==> src/rtl/spi_pkg.sv <==
// Shared types and constants for the SPI transmit scheduler.
package spi_pkg;

  // Main sequencer states.
  typedef enum logic [1:0] {
    IDLE   = 2'd0,
    WORD   = 2'd1,
    SAMPLE = 2'd2,
    META   = 2'd3
  } state_t;

  // Highest-priority pending query, as seen by the sequencer in IDLE.
  typedef enum logic [1:0] {
    GNT_NONE = 2'd0,
    GNT_ID   = 2'd1,
    GNT_DIN  = 2'd2,
    GNT_META = 2'd3
  } grant_t;

  localparam logic [31:0] ID_WORD_DEFAULT = 32'h534C4131;  // "1ALS", LSB first
  localparam logic [7:0]  META_TERM       = 8'h00;         // ends a metadata stream

  // Byte i of a word, byte 0 = [7:0].
  function automatic logic [7:0] pick_byte(input logic [31:0] w, input logic [1:0] i);
    return w[{i, 3'b000} +: 8];
  endfunction

endpackage

==> src/rtl/spi_tx_req_latch.sv <==
// Pending-query flags, dataIn snapshot and fixed-priority grant.
module spi_tx_req_latch
  import spi_pkg::*;
(
  input  logic        clock,
  input  logic        extReset,
  input  logic        cs,
  input  logic        query_id,
  input  logic        query_dataIn,
  input  logic        query_metadata,
  input  logic [31:0] dataIn,
  input  logic        i_take,
  output grant_t      o_grant,
  output logic [31:0] o_snapshot,
  output logic        o_pending
);

  logic        r_pend_id;
  logic        r_pend_din;
  logic        r_pend_meta;
  logic [31:0] r_snapshot;

  logic w_clr_id;
  logic w_clr_din;
  logic w_clr_meta;

  assign w_clr_id   = i_take && (o_grant == GNT_ID);
  assign w_clr_din  = i_take && (o_grant == GNT_DIN);
  assign w_clr_meta = i_take && (o_grant == GNT_META);

  // Flags set by pulses, cleared when their sequence starts; cs high drops all.
  always_ff @(posedge clock or negedge extReset) begin
    if (!extReset) begin
      r_pend_id   <= 1'b0;
      r_pend_din  <= 1'b0;
      r_pend_meta <= 1'b0;
    end else if (cs) begin
      r_pend_id   <= 1'b0;
      r_pend_din  <= 1'b0;
      r_pend_meta <= 1'b0;
    end else begin
      r_pend_id   <= (r_pend_id   && !w_clr_id)   || query_id;
      r_pend_din  <= (r_pend_din  && !w_clr_din)  || query_dataIn;
      r_pend_meta <= (r_pend_meta && !w_clr_meta) || query_metadata;
    end
  end

  // dataIn is frozen at the moment of the query, not when it is served.
  always_ff @(posedge clock or negedge extReset) begin
    if (!extReset) begin
      r_snapshot <= 32'h0;
    end else if (query_dataIn) begin
      r_snapshot <= dataIn;
    end
  end

  // Fixed priority: ID > dataIn > metadata.
  always_comb begin
    o_grant = GNT_NONE;
    if (r_pend_id)        o_grant = GNT_ID;
    else if (r_pend_din)  o_grant = GNT_DIN;
    else if (r_pend_meta) o_grant = GNT_META;
  end

  assign o_snapshot = r_snapshot;
  assign o_pending  = r_pend_id || r_pend_din || r_pend_meta;

endmodule

==> src/rtl/spi_tx_scheduler.sv <==
// Arbitrates ID, dataIn snapshot, metadata and sample bytes onto the MISO byte path.
module spi_tx_scheduler
  import spi_pkg::*;
#(
  parameter logic [31:0] ID_WORD = ID_WORD_DEFAULT
) (
  input  logic        clock,
  input  logic        extReset,
  input  logic        cs,
  input  logic        query_id,
  input  logic        query_dataIn,
  input  logic        query_metadata,
  input  logic [31:0] dataIn,
  input  logic        send,
  input  logic [31:0] send_data,
  input  logic [3:0]  send_valid,
  output logic        send_ready,
  input  logic [7:0]  meta_byte,
  input  logic        meta_valid,
  output logic        meta_ready,
  output logic [7:0]  tx_byte,
  output logic        tx_valid,
  input  logic        tx_ready,
  output logic        busy
);

  state_t      r_state,    w_state_next;
  logic [1:0]  r_idx,      w_idx_next;
  logic [31:0] r_word,     w_word_next;
  logic [3:0]  r_bvalid,   w_bvalid_next;
  logic [7:0]  r_tx_byte,  w_tx_byte_next;
  logic        r_tx_valid, w_tx_valid_next;

  grant_t      w_grant;
  logic [31:0] w_snapshot;
  logic        w_pending;
  logic        w_take;
  logic        w_load;
  logic [31:0] w_load_word;
  logic [3:0]  w_load_valid;
  state_t      w_load_state;
  logic [1:0]  w_idx_inc;
  logic        w_tx_fire;
  logic        w_in_meta;

  spi_tx_req_latch u_req (
    .clock          (clock),
    .extReset       (extReset),
    .cs             (cs),
    .query_id       (query_id),
    .query_dataIn   (query_dataIn),
    .query_metadata (query_metadata),
    .dataIn         (dataIn),
    .i_take         (w_take),
    .o_grant        (w_grant),
    .o_snapshot     (w_snapshot),
    .o_pending      (w_pending)
  );

  // Metadata bytes stream straight through; word bytes come from the output register.
  assign w_in_meta  = (r_state == META);
  assign tx_byte    = w_in_meta ? meta_byte  : r_tx_byte;
  assign tx_valid   = w_in_meta ? meta_valid : r_tx_valid;
  assign meta_ready = w_in_meta && tx_ready && meta_valid;
  assign w_tx_fire  = tx_valid && tx_ready;
  assign w_idx_inc  = r_idx + 2'd1;
  assign send_ready = (r_state == IDLE) && !w_pending && !cs;
  assign busy       = (r_state != IDLE) || w_pending;

  // State and output registers.
  always_ff @(posedge clock or negedge extReset) begin
    if (!extReset) begin
      r_state    <= IDLE;
      r_idx      <= 2'd0;
      r_word     <= 32'h0;
      r_bvalid   <= 4'h0;
      r_tx_byte  <= 8'h00;
      r_tx_valid <= 1'b0;
    end else begin
      r_state    <= w_state_next;
      r_idx      <= w_idx_next;
      r_word     <= w_word_next;
      r_bvalid   <= w_bvalid_next;
      r_tx_byte  <= w_tx_byte_next;
      r_tx_valid <= w_tx_valid_next;
    end
  end

  // Arbitration, byte stepping and abort.
  always_comb begin
    w_state_next    = r_state;
    w_idx_next      = r_idx;
    w_word_next     = r_word;
    w_bvalid_next   = r_bvalid;
    w_tx_byte_next  = r_tx_byte;
    w_tx_valid_next = r_tx_valid;
    w_take          = 1'b0;
    w_load          = 1'b0;
    w_load_word     = r_word;
    w_load_valid    = 4'hF;
    w_load_state    = WORD;

    case (r_state)
      IDLE: begin
        if (!cs) begin
          case (w_grant)
            GNT_ID: begin
              w_take      = 1'b1;
              w_load      = 1'b1;
              w_load_word = ID_WORD;
            end
            GNT_DIN: begin
              w_take      = 1'b1;
              w_load      = 1'b1;
              w_load_word = w_snapshot;
            end
            GNT_META: begin
              w_take          = 1'b1;
              w_state_next    = META;
              w_tx_valid_next = 1'b0;
            end
            default: begin
              if (send && send_ready) begin
                w_load       = 1'b1;
                w_load_word  = send_data;
                w_load_valid = send_valid;
                w_load_state = SAMPLE;
              end
            end
          endcase
        end
      end
      WORD, SAMPLE: begin
        // A shown byte advances on transfer; a disabled byte advances after one cycle.
        if (w_tx_fire || !r_tx_valid) begin
          if (r_idx == 2'd3) begin
            w_state_next    = IDLE;
            w_tx_valid_next = 1'b0;
          end else begin
            w_idx_next      = w_idx_inc;
            w_tx_byte_next  = pick_byte(r_word, w_idx_inc);
            w_tx_valid_next = r_bvalid[w_idx_inc];
          end
        end
      end
      META: begin
        if (w_tx_fire && (meta_byte == META_TERM)) begin
          w_state_next = IDLE;
        end
      end
      default: w_state_next = IDLE;
    endcase

    // Starting a word: byte 0 is presented on the very next cycle.
    if (w_load) begin
      w_state_next    = w_load_state;
      w_idx_next      = 2'd0;
      w_word_next     = w_load_word;
      w_bvalid_next   = w_load_valid;
      w_tx_byte_next  = w_load_word[7:0];
      w_tx_valid_next = w_load_valid[0];
    end

    if (cs) begin
      w_state_next    = IDLE;
      w_tx_valid_next = 1'b0;
    end
  end

endmodule

==> config.mk <==
export PLATFORM = sky130hd
export DESIGN_NAME = spi_tx_scheduler
export DESIGN_NICKNAME = d
export VERILOG_FILES = /design/src/rtl/spi_pkg.sv /design/src/rtl/spi_tx_req_latch.sv /design/src/rtl/spi_tx_scheduler.sv
export SDC_FILE = /design/constraint.sdc
export NUM_CORES = 1
export LEC_CHECK = 0
export ABC_AREA = 1
export ABC_CLOCK_PERIOD_IN_PS = 5450
export BUFFER_PORTS_ARGS = -buffer_cell sky130_fd_sc_hd__buf_2
export CAP_MARGIN = 20
export CORE_AREA = 2 2 93 95
export DETAILED_ROUTE_END_ITERATION = 10
export DIE_AREA = 0 0 95 97
export PLACE_DENSITY = 0.79
export SLEW_MARGIN = 10
export SYNTH_ARGS = -nofsm -noshare
export SYNTH_HDL_FRONTEND = slang
export SYNTH_SLANG_ARGS = --single-unit
==> constraint.sdc <==
create_clock -name clock -period 5.45 [get_ports clock]
set_input_delay 0.8175 -clock clock [delete_from_list [all_inputs] [get_ports clock]]
set_output_delay 0.8175 -clock clock [all_outputs]
set_load 0.05 [all_outputs]
# After elaboration in Yosys (flattened, before gate mapping)
# Index checks and enable logic that the tools add are counted.
# totals
in_bits	85
elab_cells	117
regBits	84
output_inout_bits	12
# classes
n_bitwise	2
reduce_logical	40
mux	49
n_shift	1
add_sub_neg	1
n_eq_ne	12
order_cmp	1
# ops
cell	n
32-bit one-hot mux with 3 select lines	1
8-bit 2-to-1 mux	7
2-bit 2-to-1 mux	16
32-bit 2-to-1 mux	1
32-bit by 6-bit indexed part select with 8-bit output	1
1-bit 2-to-1 mux	16
4-bit 2-to-1 mux	4
1-bit logical AND	13
2-bit == test, second input constant	5
8-bit zero test	1
4-bit by 3-bit inequality test with 1-bit output, second input constant	2
4-bit inequality test, second input constant	2
1-bit logical OR	7
1-bit zero test	6
2-bit one-hot mux with 3 select lines	1
3-bit AND reduction	2
2-bit nonzero test	3
5-bit AND reduction	1
2-bit by 1-bit == test with 1-bit output, second input constant	2
1-bit one-hot mux with 2 select lines	2
4-bit AND reduction	1
4-bit nonzero test	1
2-bit OR reduction	2
2-bit by 3-bit < comparator with 1-bit output, second input constant	1
other kinds (7)	8

# Depth between registers and ports, before layout
# Gate-level depths: netlist (run 1).
# depth
depth_word	13
depth_mapped	14
depth_no_buf	13

# Modules after synthesis
# A second synthesis (run 1) with hierarchy kept.
# unflattened
hier_cells	600
area_unflattened_um2	4704.5
# modules_own_cells
mod	area_per_inst_um2	n_inst	seq_area_each_um2	cells_per_inst
spi_tx_scheduler	3263.1	1	1226.2	446
spi_tx_req_latch	1441.4	1	875.8	154

# Worst setup path before layout (run 1)
# OpenSTA, ideal clock, no wires.
# synth_timing
kind	flip-flop to output port
start	reg r_state[0]
end	out tx_byte[5]
t_arrival_ns	1.992
slack_ns	2.640
stages_incl_launch_ff	5
path_buffers	1
required_ns	4.633
path_cell_list	dfrtp_1 > ha_1 > inv_1 > clkbuf_1 > o21ai_0
# synth_via
elab_chain_len	2
# synth_rtl
item	line	source
start: declaration	spi_tx_scheduler.sv:27	state_t r_state, w_state_next;
start signal: assignment	spi_tx_scheduler.sv:80	r_state <= w_state_next;
2-bit == test	spi_tx_scheduler.sv:61	assign w_in_meta = (r_state == META);
8-bit 2-to-1 mux	spi_tx_scheduler.sv:62	assign tx_byte = w_in_meta ? meta_byte : r_tx_byte;
end: declaration	spi_tx_scheduler.sv:21	output logic [7:0] tx_byte,
# No other way between the ends.

# Worst setup path after layout (run 1)
# layout_timing
start	reg u_req.r_pend_id
end	reg r_word[29]
# layout_via
elab_chain_len	11
elab_cells_between_ends	19
cone_classes	eq/ne (3); mux (6); bitwise (1); reduce/logical (9)
# layout_rtl
item	line	source
start: declaration	spi_tx_req_latch.sv:18	logic r_pend_id;
start signal: assignment	spi_tx_req_latch.sv:42	r_pend_id <= (r_pend_id && !w_clr_id) || query_id;
1-bit logical OR (2 in a row)	spi_tx_req_latch.sv:66	assign o_pending = r_pend_id || r_pend_din || r_pend_meta;
1-bit zero test	spi_tx_scheduler.sv:67	assign send_ready = (r_state == IDLE) && !w_pending && !cs;
1-bit logical AND (2 in a row)	spi_tx_scheduler.sv:67	
1-bit logical AND	spi_tx_scheduler.sv:123	if (send && send_ready) begin
1-bit 2-to-1 mux	spi_tx_scheduler.sv:123	
1-bit one-hot mux with 2 select lines	spi_tx_scheduler.sv:106	case (w_grant)
1-bit 2-to-1 mux	spi_tx_scheduler.sv:105	if (!cs) begin
1-bit 2-to-1 mux	spi_tx_scheduler.sv:103	case (r_state)
5-bit AND reduction (no line)	n/a	
end signal: assignment	spi_tx_scheduler.sv:82	r_word <= w_word_next;
end: declaration	spi_tx_scheduler.sv:29	logic [31:0] r_word, w_word_next;
# Parallel ways exist; a longest one is shown, timed or not.
# A chain may end at the register's enable or synchronous reset.

==> results.py, run 1 <==
metrics = {
    "setup_path": {
        "worstPathRequired_ns": 5.70,
        "startpoint_type": "flop",
        "critPathKind": "reg2reg",
        "crit_arrival_ns": 3.08,
        "crit_start": "u_req.r_pend_id$_DFF_PN0_",
        "crit_fanout": 35,
        "endpoint_kind": "flop",
        "reg2reg_from": "u_req.r_pend_id$_DFF_PN0_",
    },
    "final_layout": {
        "stdcell_area_um2": 5159,
        "drive_above_1_share_pct": 19.24,
        "nets": 743,
        "diodes": 0,
        "area_growth_pct": 16.63,
        "fin_util_pct": 63.42,
    },
    "global_routing": {
        "antenna_found_initial": 0,
        "grt_pass1_vias": 3953,
        "grt_pass1_wl_mm": 18.60,
        "grt_overflow": 0,
        "grtUsageTotal_pct": 25.74,
        "grt_max_degree": 85,
    },
    "timing": {
        "relSlewSlack_pct": 36.77,
        "post-route-period-util_pct": 52.01,
        "finalMaxSlewViolations": 0,
        "final.setup.tns_ns": 0,
        "fin_hold_ws_ns": 0.3175,
        "max_freq_ghz": 0.3528,
        "fin_ws_ns": 2.615,
        "hold_viol": 0,
        "period_needed_ns": 2.835,
        "rsz0062_at_grt": "false",
        "finClkSkew_ns": 0.01217,
        "tightest_slew_ns": 0.9450,
        "setup_viol": 0,
    },
    "synth": {
        "yosysSeqAreaShare_pct": 47.52,
        "syn_nets": 663,
        "synth_flop_cell": "dfrtp_1",
        "synth.cell_area_um2": 4423,
        "ys_ff_latch": 84,
        "async_flop_share_pct": 100.0,
        "syn_inst": 570,
        "synthDistinctLibCells": 32,
        "syn_area_per_cell_um2": 7.760,
        "synth_warnings": 0,
        "synth-edff-count": 0,
    },
    "clocking": {
        "ctsResizeCount": 0,
        "clkTransAtPathRegs_ns": 0.09,
        "post_cts_buffers": 0,
        "root_buffer": "clkbuf_8",
        "holdBufCountCts": 0,
        "cts-htree-levels": 3,
        "cts_made_buffers": 9,
        "worstSkewPairLatency_ns": 0.36,
        "cts_sinks": 84,
        "clock_path_buffers": 2,
        "cts_tree": "done",
    },
    "floorplan": {
        "coreArea_um2": 8134,
        "core.rowCount": 33,
        "top_level_ports": 97,
        "dieArea_um2": 9215,
        "die-height_um": 97,
        "die_x_um": 95,
        "start_util_pct": 54.38,
    },
    "route": {
        "ant_nets": 0,
        "drt_iter0_drc": 192,
        "drt_pre_antenna_iters": 5,
        "routed_wl_mm": 11.24,
        "drc": 0,
        "via_count": 4050,
        "wl_per_cell_um": 14.79,
        "viasPerCell": 5.329,
    },
    "pwr": {
        "peakVddDrop_mv": 0.2063,
        "p_per_area_nw_per_um2": 438.9,
        "leakage_nw": 2.697,
    },
    "placement": {
        "gp_congestion": 0.8753,
        "port_buffers": 96,
        "preCtsSetupSlack_ns": 2.190,
        "dp_hpwl_mm": 8.069,
        "post_dp_cell_area_um2": 4890,
    },
    "status": {
        "status": "finished, final reports clean",
    },
    "run": {
        "max_cap_violations": 0,
    },
    "worst_hold_path": {
        "hp-class": "in2async",
    },
}
[synth_stat cells (8+ instances only)]
| cell type | count | area, um^2 |
|---|---|---|
| a21oi_1 | 32 | 160.2 |
| o21ai_1 | 25 | 125.1 |
| nand3_1 | 17 | 85.08 |
| nor2_1 | 31 | 116.4 |
| nand4_1 | 8 | 50.05 |
| inv_1 | 50 | 187.7 |
| clkbuf_1 | 16 | 60.06 |
| o21ai_0 | 53 | 265.3 |
| a21boi_0 | 9 | 67.56 |
| dfrtp_1 | 84 | 2102 |
| a22oi_1 | 15 | 112.6 |
| nand2_1 | 185 | 694.4 |
| ha_1 | 8 | 100.1 |
| buf_2 | 8 | 40.04 |
[critical path, stage by stage (launching register included)]
cell and delay [ns]:
dfrtp_1 0.42, a21oi_1 0.26, ha_1 0.59, nand4_4 0.27
nand2_4 0.29, nand4_2 0.41, buf_16 0.33, nand2_1 0.08
o21ai_1 0.06
[state kept, by name, indices dropped and copies added, names as in the netlist]
register           count
r_word                32
u_req.o_snapshot      32
r_tx_byte              8
r_bvalid               4
r_idx                  2
r_state                2
r_tx_valid             1
u_req.r_pend_din       1
u_req.r_pend_id        1
u_req.r_pend_meta      1
[placed cells by master (no fill, tap or decap), drive strengths merged, types with 8 or more instances in the layout]
cell type,n
inv,55
ha,8
a21oi,32
a21boi,9
buf,99
nand4,10
nand2,188
nand3,17
clkbuf,9
dfrtp,84
a22oi,15
nor2,33
o21ai,78
[final cells by class]
class                      count  area, um^2
multi-input combinational    403        1974
inverter                      53       198.9
clock buffer                   9       123.9
sequential                    84        2102
timing repair buffer          99       553.0
fill                         730        2975
clock inverter                 7       75.07
tap                          105       131.4
[per-stage QoR]
| stage | cells | power [mW] |
|---|---|---|
| 6_report | 760 | 2.264 |
| 4_1_cts | 757 | 2.252 |
| 3_3_place_gp | 741 | 1.776 |
| 2_1_floorplan | 570 | 1.550 |
| 5_1_grt | 760 | 2.436 |
| 3_5_place_dp | 741 | 1.800 |
[worst paths after layout]
path / endpoint / slack [ns] / depth (start not counted)
max: r_word[29]$_DFFE_PN0P_ / 2.62 / 8
min: r_state[0]$_DFFE_PN0P_ / 0.32 / 1
max reg2reg: r_word[29]$_DFFE_PN0P_ / 2.62 / 8
min reg2reg: u_req.o_snapshot[26]$_DFFE_PN0P_ / 0.48 / 2
max in group asynchronous: r_word[7]$_DFFE_PN0P_ / 4.52 / 2
min in group clock: u_req.o_snapshot[26]$_DFFE_PN0P_ / 0.48 / 2
[cell families after synthesis]
| family | share of synthesized area [%] |
|---|---|
| AND/OR/NAND/NOR | 23.39 |
| adder cells (fa/ha/maj) | 2.263 |
| flip-flops | 47.52 |
| AO/OA/AOI/OAI | 18.93 |
| buffers and inverters | 7.892 |
[report_power, final]
group,internal [mW],switching (mW)
Sequential,0.764,0.111
Clock,0.215,0.240
Combinational,0.302,0.632
Total,1.28,0.983
[metal layers]
metal | track usage (%) | vias up | share of wire [%]
met2 | 40.81 | 140 | 47
met3 | 2.882 | 22 | 4.7
li1 | - | 2032 | -
met5 | 0 | - | 0
met1 | 36.94 | 1856 | 46
met4 | 8.361 | 0 | 2.1
Note: power is estimated with default switching activity, not from simulation.
==> inputs of run 2 (changes only) <==
ABC_CLOCK_PERIOD_IN_PS = 2300   (was 5450)
CORE_AREA = 2 2 99 101   (was 2 2 93 95)
DIE_AREA = 0 0 101 103   (was 0 0 95 97)
PLACE_DENSITY = 0.74   (was 0.79)
clock period = 2.3 ns   (was 5.45 ns; I/O delays follow)
==> run 2 against run 1 <==
  * Global-route usage shrank 3.6 points
  * Total power grew 130%
  * Sequential share of layout area is 0.78 points lower
  * Final cell count rose by 3.0%
  * Die area increased by 13%
  * Clock skew down 0.0051 ns
  * Wire length shrank 1.5%
  * Setup slack got worse by 2.4 ns
  * Sequential power grew 130%
  * Sequential cell count unchanged
  * Count of clock-buffer cells in the layout rose by 1
==> results.py, run 2 (same netlist as run 1, synthesis figures left out) <==
metrics = {
    "placement": {
        "port_buffers": 96,
        "gp_congestion": 0.8751,
        "post_dp_cell_area_um2": 5051,
        "dp_hpwl_mm": 8.122,
    },
    "timing": {
        "post-route-period-util_pct": 91.71,
        "hold_viol": 0,
        "period_needed_ns": 2.109,
        "final.setup.tns_ns": 0,
        "max_freq_ghz": 0.4741,
        "setup_viol": 0,
        "finClkSkew_ns": 0.007091,
        "tightest_slew_ns": 0.5404,
        "finalMaxSlewViolations": 0,
        "relSlewSlack_pct": 63.97,
    },
    "final_layout": {
        "diodes": 0,
        "nets": 757,
        "drive_above_1_share_pct": 21.23,
        "area_growth_pct": 18.90,
        "num-fill-cells": 920,
        "layout_commonest_cell": "nand2_1",
        "stdcell_area_um2": 5259,
        "final-seq-area_um2": 2102,
        "layout.cells.most_common_list": "185 x nand2_1, 95 x buf_2, 84 x dfrtp_1",
        "multi_input_area_um2": 1987,
        "fin_util_pct": 55.60,
    },
    "route": {
        "drt_iter0_drc": 288,
        "via_count": 4111,
        "drt_pre_antenna_iters": 5,
        "viasPerCell": 5.250,
        "ant_nets": 0,
        "wl_per_cell_um": 14.14,
        "drc": 0,
        "routed_wl_mm": 11.07,
    },
    "clocking": {
        "post_cts_buffers": 0,
        "clkTransAtPathRegs_ns": 0.09,
        "clock_path_buffers": 2,
        "cts_made_buffers": 9,
        "cts_tree": "done",
        "cts-htree-levels": 3,
        "root_buffer": "clkbuf_8",
        "worstSkewPairLatency_ns": 0.36,
        "cts_sinks": 84,
    },
    "setup_path": {
        "crit_slowest_cell": "dfrtp_1",
        "slowest_delay_ns": 0.41,
        "crit_arrival_ns": 1.76,
        "startpoint_type": "flop",
        "rrSetupSlack_ns": 0.19,
        "reg2reg_from": "u_req.r_pend_meta$_DFF_PN0_",
        "critPathKind": "reg2out",
        "cp.buffers_inverters": 3,
        "critPathTopFamily": "buffers and inverters",
        "reg2reg_to": "r_word[8]$_DFFE_PN0P_",
        "reg2reg_depth": 10,
        "endpoint_kind": "output port",
        "worstPathRequired_ns": 1.96,
        "crit_fanout": 14,
        "cp_cell_sequence": "ha_1, inv_1, buf_4, o21ai_0, buf_2",
    },
    "floorplan": {
        "die_x_um": 101,
        "coreArea_um2": 9459,
        "dieArea_um2": 10400,
        "start_util_pct": 46.76,
        "die-height_um": 103,
        "top_level_ports": 97,
        "core.rowCount": 36,
    },
    "worst_hold_path": {
        "hp-start": "dataIn[29]",
        "hp-class": "in2reg",
        "hold_depth": 3,
        "whs_endpoint": "u_req.o_snapshot[29]$_DFFE_PN0P_",
    },
    "pwr": {
        "intPower_mw": 2.988,
        "p_per_area_nw_per_um2": 1008,
        "pwr-share-seq_pct": 38.1,
        "peakVddDrop_mv": 0.5552,
        "p_comb_share_pct": 43.2,
        "power_switching_mw": 2.312,
        "leakage_nw": 2.756,
        "power_frac_clock_pct": 18.7,
        "netSwitchingFraction_pct": 43.63,
    },
    "global_routing": {
        "grtUsageTotal_pct": 22.10,
        "grt_max_degree": 49,
        "antenna_found_initial": 0,
        "grt_overflow": 0,
        "grt_pass1_vias": 3704,
        "grt_pass1_wl_mm": 17.90,
    },
    "run": {
        "max_cap_violations": 0,
    },
    "status": {
        "status": "finished, final reports clean",
    },
}
## run 2: final cells by class
type / instances / share of cell area [%]
Sequential cell: 84 / 39.97
Multi-Input combinational cell: 404 / 37.78
Timing Repair Buffer: 112 / 12.23
Inverter: 53 / 3.783
Tap cell: 114 / 2.712
Clock buffer: 10 / 2.617
Clock inverter: 6 / 0.9041
## run 2: power by group through the flow
stage / sequential [mW] / combinational [mW] / clock [mW]
2_1_floorplan: 1.97 / 1.71 / 0
3_3_place_gp: 2.03 / 2.23 / 0
3_5_place_dp: 2.04 / 2.27 / 0
4_1_cts: 2.01 / 2.28 / 1.01
5_1_grt: 2.06 / 2.59 / 1.07
6_report: 2.02 / 2.29 / 0.993
## run 2: per-layer routing
layer  vias up  track usage (%)  share of wire, %
met3        22            3.051               6.0
met1      1878            32.06                47
met5         -                0                 0
met4         0            8.732               2.2
li1       2066                -                 -
met2       145            33.79                45
## run 2: worst min-delay path: stages
cell	delay, ns
buf_2	0.07
nand2_1	0.04
nand2_1	0.05
## run 2: how the worst max path moves through the flow
stage / start / endpoint / slack [ns] / cells past startpoint
floorplan: r_state[0]$_DFFE_PN0P_ / send_ready / 0.14 / 6
global placement: u_req.r_pend_meta$_DFF_PN0_ / r_word[22]$_DFFE_PN0P_ / 0.22 / 10
detailed placement: u_req.r_pend_meta$_DFF_PN0_ / r_word[26]$_DFFE_PN0P_ / 0.14 / 10
CTS: u_req.r_pend_meta$_DFF_PN0_ / r_word[23]$_DFFE_PN0P_ / 0.13 / 10
global route: u_req.r_pend_meta$_DFF_PN0_ / r_word[24]$_DFFE_PN0P_ / -0.0001 / 10
finish: r_state[1]$_DFFE_PN0P_ / tx_byte[3] / 0.19 / 5
## run 2: through the flow
step	std cells	setup slack (ns)	hold WS (ns)	power (mW)
2_1_floorplan	570	0.1387	0.04941	3.675
3_3_place_gp	765	0.2217	0.3526	4.260
5_1_grt	783	-0.0001184	0.1744	5.717
3_5_place_dp	765	0.1431	0.3629	4.310
4_1_cts	782	0.1337	0.1603	5.303
6_report	783	0.1907	0.1726	5.300
## run 2: what timing repair did
action | CTS | global route
endpoints found under the hold margin | 37 | 0
endpoints found under the setup margin | 0 | 27
hold buffers | 1 | 0
gates resized for setup | 0 | 3
==> inputs of run 3 (changes only) <==
CORE_AREA = 2 2 84 118   (was 2 2 99 101)
DIE_AREA = 0 0 86 120   (was 0 0 101 103)
==> run 3 against run 2 <==
  * The flow now finishes with violations (negative hold slack)
  * Sequential share of layout area shrank 0.53 points
  * Die area shrank 0.80%
  * Wire length grew 3.6%
  * Setup slack lost 0.074 ns
  * Maximum frequency shrank 3.4%
  * Cell area grew 1.3%
  * Highest routed layer unchanged
==> results.py, run 3 (same netlist as run 1, synthesis figures left out) <==
metrics = {
    "timing": {
        "fin_hold_ws_ns": -0.009116,
        "rsz0062_at_grt": "false",
        "max_freq_ghz": 0.4581,
        "final.setup.tns_ns": 0,
        "tightest_slew_ns": 0.8963,
        "finClkSkew_ns": 0.009424,
        "hold_viol": 8,
        "post-route-period-util_pct": 94.91,
        "setup_viol": 0,
        "relSlewSlack_pct": 40.18,
        "period_needed_ns": 2.183,
        "finalMaxSlewViolations": 0,
    },
    "final_layout": {
        "drive_above_1_share_pct": 20.45,
        "diodes": 0,
        "num-fill-cells": 878,
        "area_growth_pct": 20.48,
        "fin_cells": 775,
        "multi_input_area_um2": 1977,
        "final-seq-area_um2": 2102,
        "fin_util_pct": 57.29,
        "nets": 753,
        "layout.cells.most_common_list": "185 x nand2_1, 95 x buf_2, 84 x dfrtp_1",
        "layout_commonest_cell": "nand2_1",
    },
    "clocking": {
        "cts-htree-levels": 3,
        "clock_path_buffers": 2,
        "cts_tree": "done",
        "root_buffer": "clkbuf_16",
        "post_cts_buffers": 0,
        "worstSkewPairLatency_ns": 0.34,
        "cts_sinks": 84,
        "cts_made_buffers": 9,
        "clkTransAtPathRegs_ns": 0.06,
    },
    "setup_path": {
        "crit_fanout": 48,
        "endpoint_kind": "flop",
        "reg2reg_depth": 10,
        "crit_slowest_cell": "dfrtp_1",
        "slowest_delay_ns": 0.40,
        "rrSetupSlack_ns": 0.12,
        "reg2reg_to": "r_word[13]$_DFFE_PN0P_",
        "worstPathRequired_ns": 2.51,
        "cp_cell_sequence": "a21oi_1, inv_1, ha_1, nor2_1, nand2_1, nand2_4, nand4_2, buf_6, nand2_1, o21ai_1",
        "reg2reg_from": "u_req.r_pend_meta$_DFF_PN0_",
        "startpoint_type": "flop",
        "critPathKind": "reg2reg",
        "critPathMostFrequentCell": "nand2_1",
        "crit_arrival_ns": 2.40,
    },
    "pwr": {
        "netSwitchingFraction_pct": 40.50,
        "power_switching_mw": 2.356,
        "power.total_mw": 5.817,
        "pwr-share-seq_pct": 34.7,
        "p_comb_share_pct": 39.9,
        "leakage_nw": 2.785,
        "peakVddDrop_mv": 0.4751,
        "p_per_area_nw_per_um2": 1092,
        "power_frac_clock_pct": 25.4,
        "intPower_mw": 3.461,
    },
    "global_routing": {
        "grt_pass1_vias": 4131,
        "grt_overflow": 0,
        "antenna_found_initial": 0,
        "grtUsageTotal_pct": 23.59,
        "grt_pass1_wl_mm": 19.07,
        "grt_max_degree": 49,
    },
    "floorplan": {
        "core.rowCount": 42,
        "die-height_um": 120,
        "start_util_pct": 47.55,
        "dieArea_um2": 10320,
        "top_level_ports": 97,
        "die_x_um": 86,
        "coreArea_um2": 9301,
    },
    "placement": {
        "port_buffers": 96,
        "dp_hpwl_mm": 8.610,
        "gp_congestion": 0.8786,
        "placedCellCount": 759,
    },
    "route": {
        "drt_pre_antenna_iters": 4,
        "drt_iter0_drc": 211,
        "wl_per_cell_um": 14.81,
        "drc": 0,
        "via_count": 4085,
        "viasPerCell": 5.271,
        "ant_nets": 0,
        "routed_wl_mm": 11.47,
    },
    "status": {
        "status": "finished, violations left",
        "violations": "negative hold slack",
    },
    "run": {
        "max_cap_violations": 0,
    },
    "worst_hold_path": {
        "hp-class": "in2async",
    },
}
[run 3: worst max-delay path by stage]
stage / from / endpoint / slack [ns] / cells after the start
6_report: u_req.r_pend_meta$_DFF_PN0_ / r_word[13]$_DFFE_PN0P_ / 0.12 / 10
3_5_place_dp: u_req.r_pend_meta$_DFF_PN0_ / r_word[16]$_DFFE_PN0P_ / 0.01 / 9
2_1_floorplan: r_state[0]$_DFFE_PN0P_ / send_ready / 0.14 / 6
5_1_grt: u_req.r_pend_meta$_DFF_PN0_ / r_word[13]$_DFFE_PN0P_ / 0.004 / 10
4_1_cts: u_req.r_pend_meta$_DFF_PN0_ / r_word[13]$_DFFE_PN0P_ / 0.05 / 10
3_3_place_gp: u_req.r_pend_meta$_DFF_PN0_ / r_word[26]$_DFFE_PN0P_ / 0.13 / 8
[run 3: critical path: cells and delay by family, from the launching register on]
kind                       cells  cell delay, ns
DFF                            1            0.40
buffers and inverters          2            0.33
adders and majority gates      1            0.31
AOI/OAI and AO/OA              2            0.34
and+or+nand+nor                5            0.65
[run 3: power groups by stage]
| stage | combinational, mW | sequential, mW | clock (mW) |
|---|---|---|---|
| final | 2.32 | 2.02 | 1.48 |
| after global routing | 2.62 | 2.05 | 1.55 |
| after detailed placement | 2.30 | 2.04 | 0 |
| after CTS | 2.32 | 2.02 | 1.50 |
| after global placement | 2.25 | 2.03 | 0 |
| after floorplan | 1.71 | 1.97 | 0 |
[run 3: area by class of cell]
| class | instances | share of cell area (%) |
|---|---|---|
| Sequential cell | 84 | 39.45 |
| Multi-Input combinational cell | 403 | 37.10 |
| Timing Repair Buffer | 109 | 11.43 |
| Clock buffer | 12 | 4.813 |
| Inverter | 53 | 3.733 |
| Tap cell | 110 | 2.583 |
| Clock inverter | 4 | 0.8922 |
[run 3: metal layers]
| layer | global-route usage [%] | vias to the layer above | part of all wire [%] |
|---|---|---|---|
| li1 | - | 2050 | - |
| met3 | 3.095 | 25 | 3.9 |
| met5 | 0 | - | 0 |
| met4 | 12.30 | 0 | 3.3 |
| met1 | 27.24 | 1896 | 41 |
| met2 | 41.76 | 114 | 52 |
[run 3: timing repair]
item | in CTS | in global routing
resized for setup | 1 | 1
endpoints found under the setup margin | 6 | 24
hold buffers | 0 | 0
cloned | 0 | 0
[run 3: through the flow]
step / instance area, um^2 / setup WS [ns]
CTS: 5325 / 0.04988
detailed placement: 5019 / 0.01462
finish: 5329 / 0.1170
floorplan: 4423 / 0.1387
global route: 5329 / 0.004121
global placement: 5019 / 0.1347
